File: config.mk
export PLATFORM = sky130hd
export DESIGN_NAME = osd_stm_snoop
export DESIGN_NICKNAME = d
export VERILOG_FILES = /design/src/rtl/osd_stm_pkg.sv /design/src/rtl/osd_stm_evq.sv /design/src/rtl/osd_stm_snoop.sv
export SDC_FILE = /design/constraint.sdc
export NUM_CORES = 1
export LEC_CHECK = 0
export BUFFER_PORTS_ARGS = -buffer_cell sky130_fd_sc_hd__buf_2
export CAP_MARGIN = 20
export CORE_MARGIN = 2
export CORE_UTILIZATION = 51
export CTS_CLUSTER_DIAMETER = 200
export DETAILED_ROUTE_END_ITERATION = 16
export PLACE_DENSITY = 0.77
export REMOVE_ABC_BUFFERS = 1
export SLEW_MARGIN = 10
export SYNTH_ARGS = -nofsm -noshare
export SYNTH_HDL_FRONTEND = slang
export SYNTH_SLANG_ARGS = --single-unit
export TNS_END_PERCENT = 20
File: constraint.sdc
create_clock -name clk -period 8.6 [get_ports clk]
set_input_delay 1.72 -clock clk [delete_from_list [all_inputs] [get_ports clk]]
set_output_delay 1.72 -clock clk [all_outputs]
set_load 0.1 [all_outputs]
File: src/rtl/osd_stm_pkg.sv
// Shared definitions for the STM marker snoop: marker encoding, the
// overflow event id and the queued event record.
package osd_stm_pkg;

  // A marker is "addi x0, x0, imm" with a non-zero immediate.
  localparam logic [6:0]  MARKER_OPCODE = 7'h13;
  localparam logic [2:0]  MARKER_FUNCT3 = 3'b000;
  localparam logic [4:0]  MARKER_RD     = 5'd0;
  localparam logic [4:0]  MARKER_RS1    = 5'd0;

  // Id reserved for the "events were dropped" report.
  localparam logic [15:0] OVF_ID        = 16'hFFFF;

  // Queued values are held at 64 bits; the top narrows them to XLEN (XLEN <= 64).
  localparam int          EVT_VALUE_W   = 64;

  typedef struct packed {
    logic [15:0]            id;
    logic [EVT_VALUE_W-1:0] value;
  } stm_event_t;

  function automatic logic is_marker(input logic [31:0] insn);
    return (insn[6:0]   == MARKER_OPCODE) &&
           (insn[14:12] == MARKER_FUNCT3) &&
           (insn[11:7]  == MARKER_RD)     &&
           (insn[19:15] == MARKER_RS1)    &&
           (insn[31:20] != 12'd0);
  endfunction

  function automatic logic [15:0] marker_id(input logic [31:0] insn);
    return {4'h0, insn[31:20]};
  endfunction

endpackage

File: src/rtl/osd_stm_evq.sv
// Event queue accepting up to two pushes and one pop per cycle.
// The caller never pushes more than the reported free space.
module osd_stm_evq #(
  parameter int WIDTH = 80,
  parameter int DEPTH = 4,
  localparam int PW = $clog2(DEPTH),
  localparam int CW = PW + 1
) (
  input  logic             clk,
  input  logic             rst,
  input  logic [1:0]       push_cnt,
  input  logic [WIDTH-1:0] push_data0,
  input  logic [WIDTH-1:0] push_data1,
  input  logic             pop,
  output logic [WIDTH-1:0] head_data,
  output logic [CW-1:0]    count,
  output logic [CW-1:0]    free
);

  logic [WIDTH-1:0] mem [DEPTH];
  logic [PW-1:0]    rd_ptr;
  logic [PW-1:0]    wr_ptr;
  logic             pop_en;

  assign pop_en    = pop && (count != '0);
  assign head_data = mem[rd_ptr];
  assign free      = CW'(DEPTH) - count + CW'(pop_en);

  // Pointer and occupancy bookkeeping; pointers wrap naturally (DEPTH is a power of two).
  always_ff @(posedge clk or negedge rst) begin
    if (!rst) begin
      rd_ptr <= '0;
      wr_ptr <= '0;
      count  <= '0;
    end else begin
      wr_ptr <= wr_ptr + PW'(push_cnt);
      rd_ptr <= rd_ptr + PW'(pop_en);
      count  <= count + CW'(push_cnt) - CW'(pop_en);
    end
  end

  // Storage writes, older entry first.
  always_ff @(posedge clk) begin
    if (push_cnt != 2'd0) mem[wr_ptr] <= push_data0;
    if (push_cnt == 2'd2) mem[wr_ptr + PW'(1)] <= push_data1;
  end

endmodule

File: src/rtl/osd_stm_snoop.sv
// Snoops the dual-issue retire stream for "addi x0,x0,imm" markers and
// emits {id, value} events on the STM trace port, reporting drops.
module osd_stm_snoop
  import osd_stm_pkg::*;
#(
  parameter int XLEN      = 64,
  parameter int VALUE_REG = 10,
  parameter int QDEPTH    = 4
) (
  input  logic                 clk,
  input  logic                 rst,
  input  logic [1:0]           commit_valid,
  input  logic [1:0][31:0]     commit_insn,
  input  logic [1:0]           wb_valid,
  input  logic [1:0][4:0]      wb_addr,
  input  logic [1:0][XLEN-1:0] wb_data,
  output logic                 trace_valid,
  output logic [15:0]          trace_id,
  output logic [XLEN-1:0]      trace_value
);

  localparam int CW = $clog2(QDEPTH) + 1;

  logic [XLEN-1:0] shadow;
  logic [15:0]     drop_cnt;
  logic [1:0]      is_mk;
  logic [1:0]      wb_hit;
  logic [1:0]      n_mk;
  logic [1:0]      n_drop;
  logic [1:0]      q_push_cnt;
  logic [CW-1:0]   q_count;
  logic [CW-1:0]   q_free;
  logic            q_empty;
  logic            bypass;
  logic            ovf_emit;
  logic [16:0]     drop_sum;
  stm_event_t      ev0, ev1, ev_first, q_d0, q_head;

  // Per-lane marker decode and shadow-register write detection.
  always_comb begin
    is_mk  = '0;
    wb_hit = '0;
    for (int i = 0; i < 2; i++) begin
      is_mk[i]  = commit_valid[i] && is_marker(commit_insn[i]);
      wb_hit[i] = wb_valid[i] && (wb_addr[i] == 5'(VALUE_REG)) && (wb_addr[i] != 5'd0);
    end
  end

  // Lane 1 sees lane 0's same-cycle write of the value register.
  assign ev0.id    = marker_id(commit_insn[0]);
  assign ev0.value = EVT_VALUE_W'(shadow);
  assign ev1.id    = marker_id(commit_insn[1]);
  assign ev1.value = wb_hit[0] ? EVT_VALUE_W'(wb_data[0]) : EVT_VALUE_W'(shadow);
  assign ev_first  = is_mk[0] ? ev0 : ev1;

  assign n_mk     = {1'b0, is_mk[0]} + {1'b0, is_mk[1]};
  assign q_empty  = (q_count == '0);
  assign ovf_emit = q_empty && (n_mk == 2'd0) && (drop_cnt != 16'd0);
  assign drop_sum = {1'b0, drop_cnt} + 17'(n_drop);
  assign q_d0     = q_empty ? ev1 : ev_first;

  // Empty queue: oldest marker bypasses straight to the output register.
  // Otherwise markers beyond the free space are dropped, newest first.
  always_comb begin
    bypass     = 1'b0;
    q_push_cnt = 2'd0;
    n_drop     = 2'd0;
    if (q_empty) begin
      bypass     = (n_mk != 2'd0);
      q_push_cnt = (n_mk == 2'd2) ? 2'd1 : 2'd0;
    end else if (CW'(n_mk) <= q_free) begin
      q_push_cnt = n_mk;
    end else begin
      q_push_cnt = q_free[1:0];
      n_drop     = n_mk - q_free[1:0];
    end
  end

  osd_stm_evq #(
    .WIDTH($bits(stm_event_t)),
    .DEPTH(QDEPTH)
  ) u_evq (
    .clk       (clk),
    .rst       (rst),
    .push_cnt  (q_push_cnt),
    .push_data0(q_d0),
    .push_data1(ev1),
    .pop       (!q_empty),
    .head_data (q_head),
    .count     (q_count),
    .free      (q_free)
  );

  // Shadow copy of the value register; lane 1 is younger and wins.
  always_ff @(posedge clk or negedge rst) begin
    if (!rst)           shadow <= '0;
    else if (wb_hit[1]) shadow <= wb_data[1];
    else if (wb_hit[0]) shadow <= wb_data[0];
  end

  // Saturating drop counter, reloaded when its count is reported.
  always_ff @(posedge clk or negedge rst) begin
    if (!rst)             drop_cnt <= '0;
    else if (ovf_emit)    drop_cnt <= 16'(n_drop);
    else if (drop_sum[16]) drop_cnt <= 16'hFFFF;
    else                  drop_cnt <= drop_sum[15:0];
  end

  // Registered trace port: queue head, bypassed marker, or overflow report.
  always_ff @(posedge clk or negedge rst) begin
    if (!rst) begin
      trace_valid <= 1'b0;
      trace_id    <= '0;
      trace_value <= '0;
    end else if (!q_empty) begin
      trace_valid <= 1'b1;
      trace_id    <= q_head.id;
      trace_value <= XLEN'(q_head.value);
    end else if (bypass) begin
      trace_valid <= 1'b1;
      trace_id    <= ev_first.id;
      trace_value <= XLEN'(ev_first.value);
    end else if (ovf_emit) begin
      trace_valid <= 1'b1;
      trace_id    <= OVF_ID;
      trace_value <= XLEN'(drop_cnt);
    end else begin
      trace_valid <= 1'b0;
    end
  end

endmodule

==> run summary <==
Max-slew headroom: 0.235
M2 GR Usage: 0.445
Drt pass-1 iters: 5
CP bufs+invs: 4
Gp weighted congestion: 0.821
Die Wd: 216 um
Initial Util: 0.517
Tmin final: 6.05 ns
Register area share after synthesis: 0.578
Core area: 44300 um2
Internal power: 0.00556 W
Total congestion overflow: 0
Drt via density: 6.30
Gr usage total: 0.271
Synthesized flop and latch total: 469
Vias in the first global route: 16093
CP arrival: 6.55 ns
Chip height: 216 um
First-pass GRT wire length: 96800 um
Slew Limit Fails: 0
Post-Synthesis Cells: 1600
GRT busiest layer: met2
Reg-to-Reg End: drop_cnt[2]$_DFF_PN0_
# clock sinks: 469
Final Hold Fails: 0
Longest Clk Path Bufs: 3
YS warnings: 0
Placed instance area: 24900 um2
Main synth FF type: edfxtp_1
Reg2Reg Setup Slack: 2.69 ns
PnR worst setup slack: 2.55 ns
Initial antenna violation count: 9
DRC Markers: 0
Maximum clock frequency: 0.165 GHz
WL/cell: 25.3 um
Net switching power: 0.00389 W
Number of flops mapped to enable cells by yosys: 304
# H-tree levels: 2
RSZ-0062 raised after global routing: false
Die ar.: 46700 um2
Sw Ratio: 0.412
Synth Area per Inst: 14.3 um2
Delay-heaviest family, CP: simple AND/OR/NAND/NOR gates
RR Startpoint: u_evq.count[2]$_DFF_PN0_
Final Setup Violations: 0
Synth Cell Area: 22900 um2
WHS: 0.538 ns
Hold endpoint: u_evq.count[2]$_DFF_PN0_
Combinational share of power: 0.406
Met1 Track Usage GR: 0.369
Fin nets: 2074
Area Overhead vs Synth: 15.6%
CP dominant cell by count: ha_1
Total CTS buffers: 49
Post-Route WL: 63000 um
Hold_sp: u_evq.count[2]$_DFF_PN0_
Worst hold stages: 1
Io pins: 289
Hold_buf cts: 0
Met3 global-route usage: 0.0426
Power density over the cells: 356 nW/um2
Tot Pwr: 0.00945 W
Status: finished, final reports clean
Clk pwr share: 0.220
Post CTS Setup Buffer Count: 0
Worst Max-Slew Pin Slew: 1.15 ns
Largest net degree at the start of global routing: 99
CTS tree: yes
Layout cells sized above 1: 0.317
Delay of the slowest critical-path stage: 0.56 ns
Design area: 26500 um2
Leak Pwr: 10.3 nW
Root Buffer: clkbuf_16
Crit Path Max Fanout: 13
Initial drt markers: 1574
R2R depth: 19
WS Path Type: input port to flip-flop
Crit. End Element: flip-flop
Final period utilization: 0.703
CP startpoint kind: input port
Peak VDD IR: 0.327 mV
Worst-Skew Late Latency: 0.59 ns
Max-cap violations: 0
Worst-path cell chain: buf_2 > nor4_1 > nand3_1 > nor4_1 > clkbuf_2 > ha_1 > inv_1 > ha_1 > nand2_1 > o211ai_1 > nor3_1 > ha_1 > inv_1 > fa_1 > nor2b_1 > nand2_1 > nor3_1 > nand4_1 > a21oi_1
IO Port Bufs: 288
Async SR Flop Fraction: 0.352
Clock transition at the registers of the reported paths: 0.06 ns
Clock Skew: 0.0118 ns
Antenna Nets Post-Route: 0
Critical path's slowest cell: nand4_1
Crit path required time: 9.10 ns
Site row count: 77
Sequential share of power: 0.374
Hpwl dp: 35400 um
HP Class: flip-flop to flip-flop
Via count: 15679
DP Worst Slack: 1.55 ns
Distinct cells, synth: 53
Post-cts resize count: 0
==> stage by stage <==
step,utilization,std cells,TNS (ns)
global route,0.598,2488,0
global placement,0.562,2388,0
finish,0.598,2490,0
CTS,0.597,2480,0
floorplan,-,1481,-8.47
detailed placement,0.562,2388,0
==> sequential cells by signal, indices dropped and copies added, names as in the netlist <==
register / flops
drop_cnt: 16
shadow: 64
trace_id: 13
trace_valid: 1
trace_value: 64
u_evq.count: 3
u_evq.mem: 304
u_evq.rd_ptr: 2
u_evq.wr_ptr: 2
==> worst max-delay path by stage <==
stage	start	endpoint	depth (start not counted)
2_1_floorplan	commit_insn[3]	u_evq.mem[2][0]$_DFFE_PP_	10
3_3_place_gp	commit_insn[3]	drop_cnt[0]$_DFF_PN0_	18
3_5_place_dp	commit_insn[3]	drop_cnt[8]$_DFF_PN0_	18
4_1_cts	commit_insn[3]	drop_cnt[8]$_DFF_PN0_	18
5_1_grt	commit_insn[3]	drop_cnt[6]$_DFF_PN0_	19
6_report	commit_insn[3]	drop_cnt[2]$_DFF_PN0_	19
==> layout make-up <==
type                    instances  area [um2]
clock inverters                15         101
diodes                          7        17.5
flip-flops and latches        469       13300
clock buffers                  77        1460
repair buffers                318        1730
well taps                     592         741
inverters                      20        77.6
fillers                      3407       17800
multi-input cells             992        9110
==> per-layer routing <==
layer | wire length, um | part of all wire | up-vias
met5 | 43 | 0.00068 | -
met4 | 1660 | 0.026 | 6
met3 | 5370 | 0.085 | 118
met2 | 30700 | 0.49 | 780
met1 | 25300 | 0.40 | 7958
li1 | - | - | 6817
==> cells by family (layout without fill, tap and decap cells) <==
group,Yosys count,in the layout,share of synthesized area
and+or+nand+nor,308,308,0.0596
muxes,388,388,0.227
AOI/OAI and AO/OA,263,263,0.0908
xor gates and xnor gates,17,17,0.00649
buffers and inverters,139,430,0.0280
adders and majority gates,16,16,0.00939
other,0,7,0
DFF,469,469,0.578
==> cells in the mapped netlist, types with 10 or more instances <==
master / number / share of area
buf_4: 23 / 0.0075
buf_2: 26 / 0.0057
nor2_1: 73 / 0.012
a21oi_1: 31 / 0.0068
nor4_1: 16 / 0.0044
edfxtp_1: 304 / 0.40
o221a_2: 12 / 0.0059
mux4_2: 76 / 0.075
dfrtp_1: 165 / 0.18
ha_1: 14 / 0.0076
nand2_1: 163 / 0.027
a221o_1: 63 / 0.028
o22a_1: 12 / 0.0046
mux2_2: 104 / 0.051
clkbuf_1: 63 / 0.010
nor3_1: 13 / 0.0028
o21ai_0: 16 / 0.0035
mux2_1: 201 / 0.099
nand3_1: 11 / 0.0024
inv_1: 19 / 0.0031
a31oi_1: 65 / 0.018
xor2_1: 10 / 0.0038
a22o_1: 48 / 0.018
==> layout by cell type (no fill, tap or decap), drive strengths merged, types with 7 or more instances in the layout <==
cell	n
edfxtp	304
xnor2	7
nand2	163
buf	316
o221a	12
xor2	10
dfrtp	165
a31oi	65
mux4	76
mux2i	7
o22a	12
a21oi	35
ha	14
clkbuf	79
a22o	48
nand3	11
mux2	305
inv	22
nor3	13
nor2	73
o21ai	16
nor4	17
diode	7
a221o	63
clkinv	11
==> power groups by stage <==
stage                     Combinational (W)  Clock, W  Sequential, W
after floorplan                     0.00164         0        0.00488
after CTS                           0.00384   0.00211        0.00353
after global placement              0.00374         0        0.00355
final                               0.00383   0.00208        0.00354
after global routing                0.00404   0.00219        0.00360
after detailed placement            0.00382         0        0.00357
Note: power is estimated with default switching activity, not from simulation.
